File: config.mk
export PLATFORM = sky130hd
export DESIGN_NAME = instruction_prefetch_unit
export DESIGN_NICKNAME = d
export VERILOG_FILES = /design/src/rtl/mips_pkg.sv /design/src/rtl/fetch_queue.sv /design/src/rtl/instruction_prefetch_unit.sv
export SDC_FILE = /design/constraint.sdc
export NUM_CORES = 1
export LEC_CHECK = 0
export CORE_AREA = 2 2 218 220
export CTS_BUF_LIST = sky130_fd_sc_hd__clkbuf_4 sky130_fd_sc_hd__clkbuf_8 sky130_fd_sc_hd__clkbuf_16
export CTS_CLUSTER_DIAMETER = 60
export DETAILED_ROUTE_END_ITERATION = 6
export DIE_AREA = 0 0 220 222
export PLACE_DENSITY_LB_ADDON = 0.08
export SLEW_MARGIN = 15
export SYNTH_ARGS = -nofsm -noshare
export SYNTH_HDL_FRONTEND = slang
export SYNTH_SLANG_ARGS = --single-unit
File: constraint.sdc
create_clock -name clk -period 11.9 [get_ports clk]
set_input_delay 1.785 -clock clk [delete_from_list [all_inputs] [get_ports clk]]
set_output_delay 1.785 -clock clk [all_outputs]
set_load 0.02 [all_outputs]
File: src/rtl/mips_pkg.sv
// Shared defaults for the instruction fetch front end.
// Widths, reset vector, sequential step and queue sizing.
package mips_pkg;

    localparam int          DEF_ADDR_WIDTH  = 32;
    localparam int          DEF_INSTR_WIDTH = 32;
    localparam int          DEF_QUEUE_DEPTH = 4;
    localparam logic [31:0] DEF_RESET_PC    = 32'h0000_0000;
    localparam logic [31:0] DEF_PC_STEP     = 32'h0000_0004;

    // Bits needed to hold a count of 0..depth inclusive.
    function automatic int count_width(input int depth);
        return $clog2(depth) + 1;
    endfunction

endpackage

File: src/rtl/fetch_queue.sv
// Synchronous FIFO of {pc, instr} entries for the prefetch unit.
// Flush empties it in one cycle; the head reads as zero when empty.
module fetch_queue
    import mips_pkg::*;
#(
    parameter int DEPTH = DEF_QUEUE_DEPTH,
    parameter int WIDTH = DEF_ADDR_WIDTH + DEF_INSTR_WIDTH
) (
    input  logic                   clk,
    input  logic                   reset,
    input  logic                   flush_i,
    input  logic                   push_i,
    input  logic [WIDTH-1:0]       push_data_i,
    input  logic                   pop_i,
    output logic [WIDTH-1:0]       head_data_o,
    output logic                   empty_o,
    output logic [$clog2(DEPTH):0] count_o
);

    localparam int PW = $clog2(DEPTH);
    localparam int CW = count_width(DEPTH);

    logic [WIDTH-1:0] mem_q [DEPTH];
    logic [PW-1:0]    wr_ptr_q;
    logic [PW-1:0]    wr_ptr_d;
    logic [PW-1:0]    rd_ptr_q;
    logic [PW-1:0]    rd_ptr_d;
    logic [CW-1:0]    count_q;
    logic [CW-1:0]    count_d;
    logic             full;
    logic             do_push;
    logic             do_pop;

    // Handshake qualification and pointer/count next state.
    always_comb begin
        full     = (count_q == CW'(DEPTH));
        do_pop   = pop_i && (count_q != '0);
        do_push  = push_i && (!full || do_pop);
        wr_ptr_d = wr_ptr_q;
        rd_ptr_d = rd_ptr_q;
        count_d  = count_q;
        if (flush_i) begin
            wr_ptr_d = '0;
            rd_ptr_d = '0;
            count_d  = '0;
        end else begin
            if (do_push) begin
                wr_ptr_d = wr_ptr_q + 1'b1;
            end
            if (do_pop) begin
                rd_ptr_d = rd_ptr_q + 1'b1;
            end
            unique case ({do_push, do_pop})
                2'b10:   count_d = count_q + 1'b1;
                2'b01:   count_d = count_q - 1'b1;
                default: count_d = count_q;
            endcase
        end
    end

    // Pointer and occupancy registers.
    always_ff @(posedge clk) begin
        if (reset) begin
            wr_ptr_q <= '0;
            rd_ptr_q <= '0;
            count_q  <= '0;
        end else begin
            wr_ptr_q <= wr_ptr_d;
            rd_ptr_q <= rd_ptr_d;
            count_q  <= count_d;
        end
    end

    // Entry storage; cleared on reset so stale data never leaks out.
    always_ff @(posedge clk) begin
        if (reset) begin
            for (int i = 0; i < DEPTH; i++) begin
                mem_q[i] <= '0;
            end
        end else if (do_push && !flush_i) begin
            mem_q[wr_ptr_q] <= push_data_i;
        end
    end

    // Head presentation, forced to zero while empty.
    always_comb begin
        empty_o     = (count_q == '0);
        count_o     = count_q;
        head_data_o = empty_o ? '0 : mem_q[rd_ptr_q];
    end

endmodule

File: src/rtl/instruction_prefetch_unit.sv
// Instruction prefetch unit: credit-limited sequential fetch into a
// small queue, with redirect flush and stale-response dropping.
module instruction_prefetch_unit
    import mips_pkg::*;
#(
    parameter int                    ADDR_WIDTH  = DEF_ADDR_WIDTH,
    parameter int                    INSTR_WIDTH = DEF_INSTR_WIDTH,
    parameter int                    QUEUE_DEPTH = DEF_QUEUE_DEPTH,
    parameter logic [ADDR_WIDTH-1:0] RESET_PC    = ADDR_WIDTH'(DEF_RESET_PC),
    parameter logic [ADDR_WIDTH-1:0] PC_STEP     = ADDR_WIDTH'(DEF_PC_STEP)
) (
    input  logic                         clk,
    input  logic                         reset,
    input  logic                         redirect_valid,
    input  logic [ADDR_WIDTH-1:0]        redirect_pc,
    output logic                         imem_req_valid,
    input  logic                         imem_req_ready,
    output logic [ADDR_WIDTH-1:0]        imem_req_addr,
    input  logic                         imem_resp_valid,
    input  logic [INSTR_WIDTH-1:0]       imem_resp_data,
    output logic                         out_valid,
    input  logic                         out_ready,
    output logic [ADDR_WIDTH-1:0]        out_pc,
    output logic [INSTR_WIDTH-1:0]       out_instr,
    output logic [$clog2(QUEUE_DEPTH):0] occupancy
);

    localparam int CW = count_width(QUEUE_DEPTH);
    localparam int DW = count_width(2 * QUEUE_DEPTH);
    localparam int EW = ADDR_WIDTH + INSTR_WIDTH;

    logic [ADDR_WIDTH-1:0] fetch_pc_q;
    logic [ADDR_WIDTH-1:0] fetch_pc_d;
    logic [ADDR_WIDTH-1:0] resp_pc_q;
    logic [ADDR_WIDTH-1:0] resp_pc_d;
    logic [CW-1:0]         live_q;
    logic [CW-1:0]         live_d;
    logic [DW-1:0]         drop_q;
    logic [DW-1:0]         drop_d;

    logic [CW:0]           credit_used;
    logic                  req_fire;
    logic                  resp_drop;
    logic                  resp_live;
    logic                  q_push;
    logic                  q_pop;
    logic                  q_empty;
    logic [EW-1:0]         q_head;
    logic [CW-1:0]         q_count;

    // Request credit: in-flight live requests plus queued entries
    // never exceed the queue depth, so every live response fits.
    always_comb begin
        credit_used    = {1'b0, live_q} + {1'b0, q_count};
        imem_req_valid = !redirect_valid
                      && (credit_used < (CW + 1)'(QUEUE_DEPTH));
        imem_req_addr  = fetch_pc_q;
        req_fire       = imem_req_valid && imem_req_ready;
    end

    // Response classification: outstanding stale responses drain
    // first, then live ones; anything else is spurious and ignored.
    always_comb begin
        resp_drop = 1'b0;
        resp_live = 1'b0;
        if (imem_resp_valid) begin
            if (drop_q != '0) begin
                resp_drop = 1'b1;
            end else if (live_q != '0) begin
                resp_live = 1'b1;
            end
        end
        q_push = resp_live && !redirect_valid;
        q_pop  = out_valid && out_ready;
    end

    // PC and counter next state; a redirect moves every live
    // request (minus one answered this cycle) into the drop count.
    always_comb begin
        fetch_pc_d = fetch_pc_q;
        resp_pc_d  = resp_pc_q;
        live_d     = live_q;
        drop_d     = drop_q;
        if (redirect_valid) begin
            fetch_pc_d = redirect_pc;
            resp_pc_d  = redirect_pc;
            live_d     = '0;
            drop_d     = drop_q + DW'(live_q)
                       - DW'(resp_drop || resp_live);
        end else begin
            if (req_fire) begin
                fetch_pc_d = fetch_pc_q + PC_STEP;
            end
            if (resp_live) begin
                resp_pc_d = resp_pc_q + PC_STEP;
            end
            unique case ({req_fire, resp_live})
                2'b10:   live_d = live_q + 1'b1;
                2'b01:   live_d = live_q - 1'b1;
                default: live_d = live_q;
            endcase
            if (resp_drop) begin
                drop_d = drop_q - 1'b1;
            end
        end
    end

    // Fetch state registers.
    always_ff @(posedge clk) begin
        if (reset) begin
            fetch_pc_q <= RESET_PC;
            resp_pc_q  <= RESET_PC;
            live_q     <= '0;
            drop_q     <= '0;
        end else begin
            fetch_pc_q <= fetch_pc_d;
            resp_pc_q  <= resp_pc_d;
            live_q     <= live_d;
            drop_q     <= drop_d;
        end
    end

    fetch_queue #(
        .DEPTH (QUEUE_DEPTH),
        .WIDTH (EW)
    ) u_queue (
        .clk         (clk),
        .reset       (reset),
        .flush_i     (redirect_valid),
        .push_i      (q_push),
        .push_data_i ({resp_pc_q, imem_resp_data}),
        .pop_i       (q_pop),
        .head_data_o (q_head),
        .empty_o     (q_empty),
        .count_o     (q_count)
    );

    // Decode-side view of the queue head.
    always_comb begin
        out_valid = !q_empty;
        out_pc    = q_head[EW-1:INSTR_WIDTH];
        out_instr = q_head[INSTR_WIDTH-1:0];
        occupancy = q_count;
    end

endmodule

==> results of run 1 <==
==> placed cells by master (no fill, tap or decap), types with 4 or more instances in the layout <==
cell type	instances
nor4_1	13
clkbuf_16	42
and3_1	12
nor3_1	21
mux2i_1	4
nand2_1	43
dfxtp_1	78
clkdlybuf4s50_1	170
a31oi_1	9
o21ai_0	16
xor2_1	29
nand4_1	19
a211oi_1	11
ha_1	12
o21a_1	14
edfxtp_1	256
xnor2_1	25
mux4_2	64
clkinv_2	5
a21boi_0	22
clkbuf_4	14
clkinv_1	8
nand3_1	25
buf_4	15
inv_1	21
or3_1	10
and2_1	324
inv_6	4
a21oi_1	30
and4_1	8
o22ai_1	5
nor2_1	32
a311oi_1	6
==> sequential cells by signal, indices dropped and copies added (netlist names), named ones only <==
| name | count |
|---|---|
| u_queue.rd_ptr_q | 2 |
| u_queue.wr_ptr_q | 2 |
| resp_pc_q | 32 |
| live_q | 3 |
| u_queue.count_o | 3 |
| u_queue.mem_q | 256 |
| drop_q | 4 |
| imem_req_addr | 32 |
==> path summary, 6_finish.rpt <==
check / end
setup reg to reg: u_queue.mem_q[2][4]
setup / recovery: u_queue.mem_q[2][4]
hold / removal: imem_req_addr[1]
hold reg to reg: imem_req_addr[1]
==> worst max-delay path, stage by stage <==
cell and delay (ns):
clkdlybuf4s50_1 0.39, buf_4 0.29, clkinv_1 0.08, buf_4 0.32
and4_4 0.83, nor3b_4 0.29, buf_4 0.59, or2_4 0.39
buf_4 0.67
==> layout make-up <==
class	instances	area share, %
multi-input cells	806	32.1
clock inverters	21	1.02
inverters	24	0.459
flip-flops and latches	336	47.3
clock buffers	57	5.96
well taps	607	3.87
repair buffers	185	9.24
==> through the flow <==
stage          instance area, µm²  total power (W)
2_1_floorplan               16100          0.00150
3_3_place_gp                18300          0.00160
3_5_place_dp                18300          0.00160
4_1_cts                     19600          0.00288
5_1_grt                     19600          0.00296
6_report                    19600          0.00283
==> synth_stat cells, types with 12 or more instances <==
cell and number:
buf_2 12, nor3_1 21, nand3_1 25, nand2_1 43
dfxtp_1 80, xor2_1 29, clkbuf_1 49, and3_1 13
edfxtp_1 256, o21a_1 14, inv_1 21, nor4_1 13
a21boi_0 22, o21ai_0 18, a21oi_1 30, ha_1 12
nand4_1 19, and2_1 324, mux4_2 64, nor2_1 32
xnor2_1 25
==> power breakdown <==
group / internal [W] / total (W) / switching (W)
registers: 0.00131 / 0.00135 / 0.0000406
logic: 0.0000982 / 0.000225 / 0.000127
clock network: 0.000759 / 0.00126 / 0.000500
total: 0.00217 / 0.00283 / 0.000667
==> layer usage <==
| layer | vias to the layer above | wire length [µm] | track usage (%) |
|---|---|---|---|
| met3 | 64 | 1750 | 3.21 |
| met1 | 4997 | 18800 | 23.9 |
| met2 | 215 | 20100 | 28.4 |
| met5 | - | 0 | 0 |
| li1 | 4857 | - | - |
| met4 | 0 | 844 | 4.78 |
==> kinds of logic (layout without fill, tap and decap cells) <==
logic type | count (synthesis) | count (layout) | synth area share [%]
buf+inv | 110 | 287 | 3.31
fa+ha+maj | 15 | 15 | 1.31
flops | 336 | 336 | 57.8
xor+xnor | 54 | 54 | 2.94
compound gates | 137 | 137 | 5.75
simple gates | 532 | 532 | 19.7
mux | 68 | 68 | 9.21
==> results.md, run 1 <==
* Status: finished clean
* Post-route setup TNS at 0 ns
* Die height at 222 µm
* Syn nets at 1337
* Gr ovfl total at 0
* CTS tree: built
* Htree depth at 2
* CTS Sinks at 336
* Final period demand of the worst path at 5.57 ns
* PostCTS Resize Cnt at 0
* Placement Setup Slack at 5.63 ns
* Fraction of layout instances using a drive strength above 1 at 11.8%
* Vias at 10100
* Post-DRT Antenna Nets at 0
* Final Hold Viols at 0
* Final Net Count at 1480
* Max Cap Viol at 0
* CTS clock-pin slew for the worst setup and hold paths at 0.05 ns
* Required @ worst endpoint at 12.08 ns
* Post-CTS Setup Bufs at 0
* CP Capture Type: register
* Prevailing post-synth register cell: edfxtp_1
* Number of flops mapped to enable cells by yosys at 256
* Crit path DAT at 5.75 ns
* Finished Layout Cells at 2036
* Top cells by area, synth: edfxtp_1, and2_1, dfxtp_1
* Number of fill cells at 4356
* Tot GR Track Use at 17.5%
* Worst-Skew Late Latency at 0.56 ns
* Initial antenna violation count at 0
* Routed length per placed instance at 20.4 µm
* Finish-stage setup viols at 0
* Number of diodes at 0
* Gate Count Post-Synth at 1252
* Ports at 171
* 1st-iter DRT viols at 542
* Routed WL at 41500 µm
* Global-route wire length before repair at 64800 µm
* Placed Cells at 1958
* Vias in the first global route at 10700
* CTS Buffer Depth at 3
* Pin count of the biggest net entering global routing at 82
* Die X at 220 µm
* Power Density at 144 nW/µm²
* Drt pass-1 iters at 4
* RSZ-0062 raised after global routing: false
* Hold WC Path Type: reg2reg
* Critical Path Source: reset
* Hpwl dp at 24500 µm
* Synth area leader: edfxtp_1
* Worst reg2reg setup slack at 7.31 ns
* Worst Hold Depth at 2
* Fin crit share at 46.8%
* Slew margin rel. at 27.2%
* Synth cell types at 61
* FF/Latch Area at 9300 µm²
* Ys async rst share at 0%
* Critical R2R Launch: drop_q[0]
* Vias per cell at 4.98
* Die footprint at 48800 µm²
* Max VDD drop at 0.0935 mV
* Fraction of the yosys area taken by sequential cells at 57.8%
* Pins Over Slew Limit at 0
* Final setup skew at 0.0197 ns
* PnR worst setup slack at 6.33 ns
* Leak at 6.83 nW
* Fmax at 0.179 GHz
* Worst setup path category: in2reg
* Root buffer cell: clkbuf_16
* CTS Buf Count at 42
* Initial Utilization at 34.8%
* Syn avg cell area at 12.8 µm²
* Port Buffers at 170
* Final Hold Slack at 0.481 ns
* Post-CTS Hold Buffers at 0
* R2R depth at 9
* Syn. warnings at 0
* Multi-input logic area at 6310 µm²
* Cell area after synthesis at 16100 µm²
* Area Growth Syn to Fin at 22.1%
* Core Util, Final at 42.5%
* Synth top area share at 47.8%
* Routability cong. at 0.762
* Drc violations at 0
* Slew @ Worst Pin at 1.09 ns
* Crit Path Max Fanout at 67
* Seq cells post-synth at 336
* Core area at 46300 µm²
* Placement Rows at 79
* Worst hold start: imem_req_addr[1]
* Startpoint types: input port
Note: power is estimated with default switching activity, not from simulation.
==> run 2, diff against run 1 <==
- clock period: 11.9 -> 5.7 ns (I/O delays scaled with it)
==> results.md, run 2 (synthesis gave the netlist of run 1 again) <==
* Wl on met1 at 19900 µm (was 18800 µm)
* Leak at 6.85 nW (was 6.83 nW)
* Post-DRT Antenna Nets at 0 (unchanged)
* Routed length per placed instance at 20.7 µm (was 20.4 µm)
* Root buffer cell: clkbuf_16 (unchanged)
* Slew @ Worst Pin at 1.09 ns (about the same)
* Max Cap Viol at 0 (unchanged)
* Power Density at 300 nW/µm² (was 144 nW/µm²)
* Hold WC Path Type: reg2reg (unchanged)
* Vias per cell at 5.00 (was 4.98)
* Core area at 46300 µm² (unchanged)
* Routed WL at 42200 µm (was 41500 µm)
* Initial Utilization at 34.8% (unchanged)
* Worst-Skew Late Latency at 0.55 ns (was 0.56 ns)
* Routability cong. at 0.803 (was 0.762)
* CTS Sinks at 336 (unchanged)
* Gr ovfl total at 0 (unchanged)
* Hpwl dp at 25400 µm (was 24500 µm)
* Tot GR Track Use at 17.6% (was 17.5%)
* Number of diodes at 0 (unchanged)
* Most frequent cells in the layout: and2_1, edfxtp_1, clkdlybuf4s50_1 (unchanged)
* CP Capture Type: output pin (was register)
* Fin crit share at 70.1%
* Highest Signal Layer: met4 (unchanged)
* RSZ-0062 raised after global routing: false (unchanged)
* Global-route wire length before repair at 65600 µm (was 64800 µm)
* PostCTS Resize Cnt at 0 (unchanged)
* Fraction of layout instances using a drive strength above 1 at 11.7% (was 11.8%)
* Crit Path Max Fanout at 47 (was 67)
* Port Buffers at 170 (unchanged)
* Core Util, Final at 42.5% (about the same)
* Post-place instance area at 18300 µm² (about the same)
* Pins Over Slew Limit at 0 (unchanged)
* Die X at 220 µm (unchanged)
* Status: finished clean (unchanged)
* Drt pass-1 iters at 5 (was 4)
* Finished Cell Area at 19700 µm² (was 19600 µm²)
* Final Hold Viols at 0 (unchanged)
* 1st-iter DRT viols at 578 (was 542)
* Most common cell after layout, fill and taps aside: and2_1 (unchanged)
* Startpoint types: register (was input port)
* Die height at 222 µm (unchanged)
* Post-CTS Setup Bufs at 0 (unchanged)
* Required @ worst endpoint at 4.85 ns (was 12.08 ns)
* Vias in the first global route at 10800 (was 10700)
* Final setup skew at 0.0159 ns (was 0.0197 ns)
* Crit path DAT at 3.14 ns (was 5.75 ns)
* CTS Buffer Depth at 3 (unchanged)
* Drc violations at 0 (unchanged)
* Ports at 171 (unchanged)
* Final Net Count at 1483 (was 1480)
* Max VDD drop at 0.153 mV (was 0.0935 mV)
* Post-CTS Hold Buffers at 0 (unchanged)
* CTS Buf Count at 42 (unchanged)
* CTS clock-pin slew for the worst setup and hold paths at 0.06 ns (was 0.05 ns)
* Finish-stage setup viols at 0 (unchanged)
* Htree depth at 2 (unchanged)
* Slew margin rel. at 27.2% (about the same)
* Area Growth Syn to Fin at 22.3% (was 22.1%)
* Met3 Wirelength at 1730 µm (was 1750 µm)
* CTS tree: built (unchanged)
* Reg with most FFs: u_queue.mem_q (unchanged)
* Placement Rows at 79 (unchanged)
* Final period demand of the worst path at 3.99 ns
* Vias at 10200 (was 10100)
* Number of flip-flops under the largest register name at 256 (unchanged)
* Worst setup path category: reg2out (was in2reg)
* Met2 wire length at 19800 µm (was 20100 µm)
* Pin count of the biggest net entering global routing at 82 (unchanged)
* Fmax at 0.250 GHz
* Die footprint at 48800 µm² (unchanged)
* Initial antenna violation count at 0 (unchanged)
run 2: changes by cell type in the layout (fill, tap and decap cells not counted), moves of 2 or more:
cell | before | now
clkinv_1 | 8 | 10
buf_12 | 0 | 2
inv_6 | 4 | 1
clkbuf_16 | 42 | 45
clkinv_4 | 0 | 2
run 2: worst paths after layout:
path | startpoint | to | slack [ns] | cells after the start
max | u_queue.count_o[2] | out_pc[12] | 1.71 | 4
min | imem_req_addr[0] | imem_req_addr[0] | 0.47 | 2
max reg2reg | drop_q[0] | u_queue.mem_q[1][7] | 2.16 | 9
min reg2reg | imem_req_addr[0] | imem_req_addr[0] | 0.47 | 2
run 2: cell type report:
class	instances	area, µm²
fillers	4360	26600
well taps	607	759
clock buffers	58	1220
inverters	24	90.1
repair buffers	188	1860
flip-flops and latches	336	9300
multi-input cells	806	6310
clock inverters	18	140
run 2: through the flow:
stage,std cells,hold WS [ns],setup TNS [ns],worst slack (ns),power (W)
final,2037,0.466,0,1.71,0.00590
after CTS,2037,0.467,0,1.57,0.00598
after floorplan,1252,0.457,-149.39,-1.17,0.00314
after detailed placement,1961,0.455,0,1.55,0.00334
after global routing,2037,0.477,0,1.45,0.00613
after global placement,1961,0.459,0,1.60,0.00334
run 2: routing by layer:
metal  track usage (%)  vias to the layer above
li1                  -                     4869
met1              24.5                     5061
met2              28.5                      209
met3              2.81                       52
met4              4.50                        0
met5                 0                        -
run 2: worst max-delay path, stage by stage, from the launching register on:
cell             delay (ns)
dfxtp_1                0.54
or3_2                  0.81
buf_4                  0.38
and2_1                 0.22
clkdlybuf4s50_1        0.62
run 2: power breakdown:
group / internal, W / switching [W]
sequential: 0.00273 / 0.0000834
clock: 0.00159 / 0.00102
combinational: 0.000206 / 0.000261
total: 0.00453 / 0.00137
==> run 3, diff against run 2 <==
- clock period: 5.7 -> 4.15 ns (I/O delays scaled with it)
==> results.md, run 3 (synthesis gave the netlist of run 1 again) <==
* Worst setup path category: reg2out (unchanged)
* Power Density at 406 nW/µm² (was 300 nW/µm²)
* Pins Over Slew Limit at 0 (unchanged)
* Met3 Wirelength at 1790 µm (was 1730 µm)
* Status: finished clean (unchanged)
* CTS Sinks at 336 (unchanged)
* Gr ovfl total at 0 (unchanged)
* CTS tree: built (unchanged)
* Post-route setup TNS at 0 ns (unchanged)
* Max Cap Viol at 0 (unchanged)
* Die footprint at 48800 µm² (unchanged)
* Slew margin rel. at 36.6% (was 27.2%)
* Finish-stage setup viols at 0 (unchanged)
* Tot GR Track Use at 17.6% (about the same)
* Critical R2R Launch: drop_q[0] (unchanged)
* Post-CTS Setup Bufs at 0 (unchanged)
* Fin crit share at 87.9%
* Core area at 46300 µm² (unchanged)
* Routed WL at 42400 µm (was 42200 µm)
* Hpwl dp at 25500 µm (was 25400 µm)
* PostCTS Resize Cnt at 0 (unchanged)
* Worst hold start: imem_req_addr[0] (unchanged)
* Routed length per placed instance at 20.8 µm (was 20.7 µm)
* Hold WC Path Type: reg2reg (unchanged)
* Vias at 10200 (about the same)
* Area Growth Syn to Fin at 22.8% (was 22.3%)
* Die height at 222 µm (unchanged)
* Htree depth at 2 (unchanged)
* Drt pass-1 iters at 4 (was 5)
* Most common cell after layout, fill and taps aside: and2_1 (unchanged)
* Die X at 220 µm (unchanged)
* Vias in the first global route at 10800 (about the same)
* Final Net Count at 1490 (was 1483)
* Post-DRT Antenna Nets at 0 (unchanged)
* Slew @ Worst Pin at 0.952 ns (was 1.09 ns)
* Crit Path Max Fanout at 50 (was 47)
* CTS Buffer Depth at 3 (unchanged)
* Port Buffers at 170 (unchanged)
* Reg with most FFs: u_queue.mem_q (unchanged)
* Final setup skew at 0.0153 ns (was 0.0159 ns)
* Critical Path Source: u_queue.count_o[2] (unchanged)
* Ports at 171 (unchanged)
* Placement Rows at 79 (unchanged)
* CP Capture Type: output pin (unchanged)
* Met2 wire length at 20400 µm (was 19800 µm)
* Post-CTS Hold Buffers at 0 (unchanged)
* Pin count of the biggest net entering global routing at 82 (unchanged)
* Initial Utilization at 34.8% (unchanged)
* RSZ-0062 raised after global routing: false (unchanged)
* Max VDD drop at 0.241 mV (was 0.153 mV)
* Core Util, Final at 42.7% (was 42.5%)
* CTS Buf Count at 41 (was 42)
* Root buffer cell: clkbuf_16 (unchanged)
* Final period demand of the worst path at 3.65 ns
* Final Hold Viols at 0 (unchanged)
* Vias per cell at 4.99 (was 5.00)
* Number of diodes at 0 (unchanged)
* Global-route wire length before repair at 65500 µm (was 65600 µm)
* CTS clock-pin slew for the worst setup and hold paths at 0.06 ns (about the same)
* Fmax at 0.274 GHz
* Initial antenna violation count at 1 (was 0)
* Fraction of layout instances using a drive strength above 1 at 12.1% (was 11.7%)
* Most frequent cells in the layout: and2_1, edfxtp_1, clkdlybuf4s50_1 (unchanged)
* Worst-Skew Late Latency at 0.55 ns (about the same)
* Wl on met1 at 19500 µm (was 19900 µm)
* 1st-iter DRT viols at 541 (was 578)
* Highest Signal Layer: met4 (unchanged)
* Startpoint types: register (unchanged)
* Crit path DAT at 3.03 ns (was 3.14 ns)
* Number of flip-flops under the largest register name at 256 (unchanged)
* Leak at 6.88 nW (was 6.85 nW)
* Routability cong. at 0.758 (was 0.803)
* Required @ worst endpoint at 3.53 ns (was 4.85 ns)
* Drc violations at 0 (unchanged)
==> run 3: cell count changes in the layout (fill, tap and decap cells not counted), moves of 3 or more <==
cell,delta
clkbuf_8,+3
buf_12,+5
clkbuf_16,-3
clkbuf_4,-5
buf_4,+3
==> run 3: power breakdown <==
group          leakage (nW)  switching [W]  total [W]  internal (W)
logic                  2.92       0.000366   0.000657      0.000291
registers              3.30       0.000113    0.00387       0.00375
clock network         0.654        0.00142    0.00350       0.00209
total                  6.88        0.00190    0.00803       0.00613
==> run 3: final timing paths <==
| check | end | depth (start not counted) | slack, ns |
|---|---|---|---|
| hold reg to reg | imem_req_addr[0] | 2 | 0.46 |
| hold / removal | imem_req_addr[0] | 2 | 0.46 |
| setup reg to reg | u_queue.mem_q[1][31] | 9 | 1.01 |
| setup / recovery | out_pc[14] | 4 | 0.50 |
==> run 3: critical path: stages (launching register included) <==
cell             delay [ns]
dfxtp_1                0.54
or3_2                  0.82
buf_4                  0.33
and2_1                 0.15
clkdlybuf4s50_1        0.59
==> run 3: area by class of cell <==
class	count	area, µm²
Multi-Input combinational cell	806	6310
Fill cell	4330	26500
Timing Repair Buffer	196	1980
Tap cell	607	759
Inverter	24	90.1
Clock inverter	20	165
Sequential cell	336	9290
Clock buffer	53	1150
==> run 3: per-stage QoR <==
step / total power, W / cells / cell area [µm²] / setup slack [ns] / hold WS (ns)
final: 0.00803 / 2042 / 19800 / 0.501 / 0.458
after global routing: 0.00836 / 2042 / 19800 / 0.240 / 0.488
after CTS: 0.00816 / 2042 / 19800 / 0.388 / 0.462
after detailed placement: 0.00460 / 1969 / 18400 / 0.681 / 0.453
after global placement: 0.00460 / 1969 / 18400 / 0.726 / 0.446
after floorplan: 0.00431 / 1252 / 16100 / -0.857 / 0.457
==> run 3: layer usage <==
metal / up-vias / track usage (%)
met1: 5049 / 23.9
li1: 4862 / -
met4: 0 / 3.96
met2: 224 / 29.2
met3: 49 / 3.42
met5: - / 0
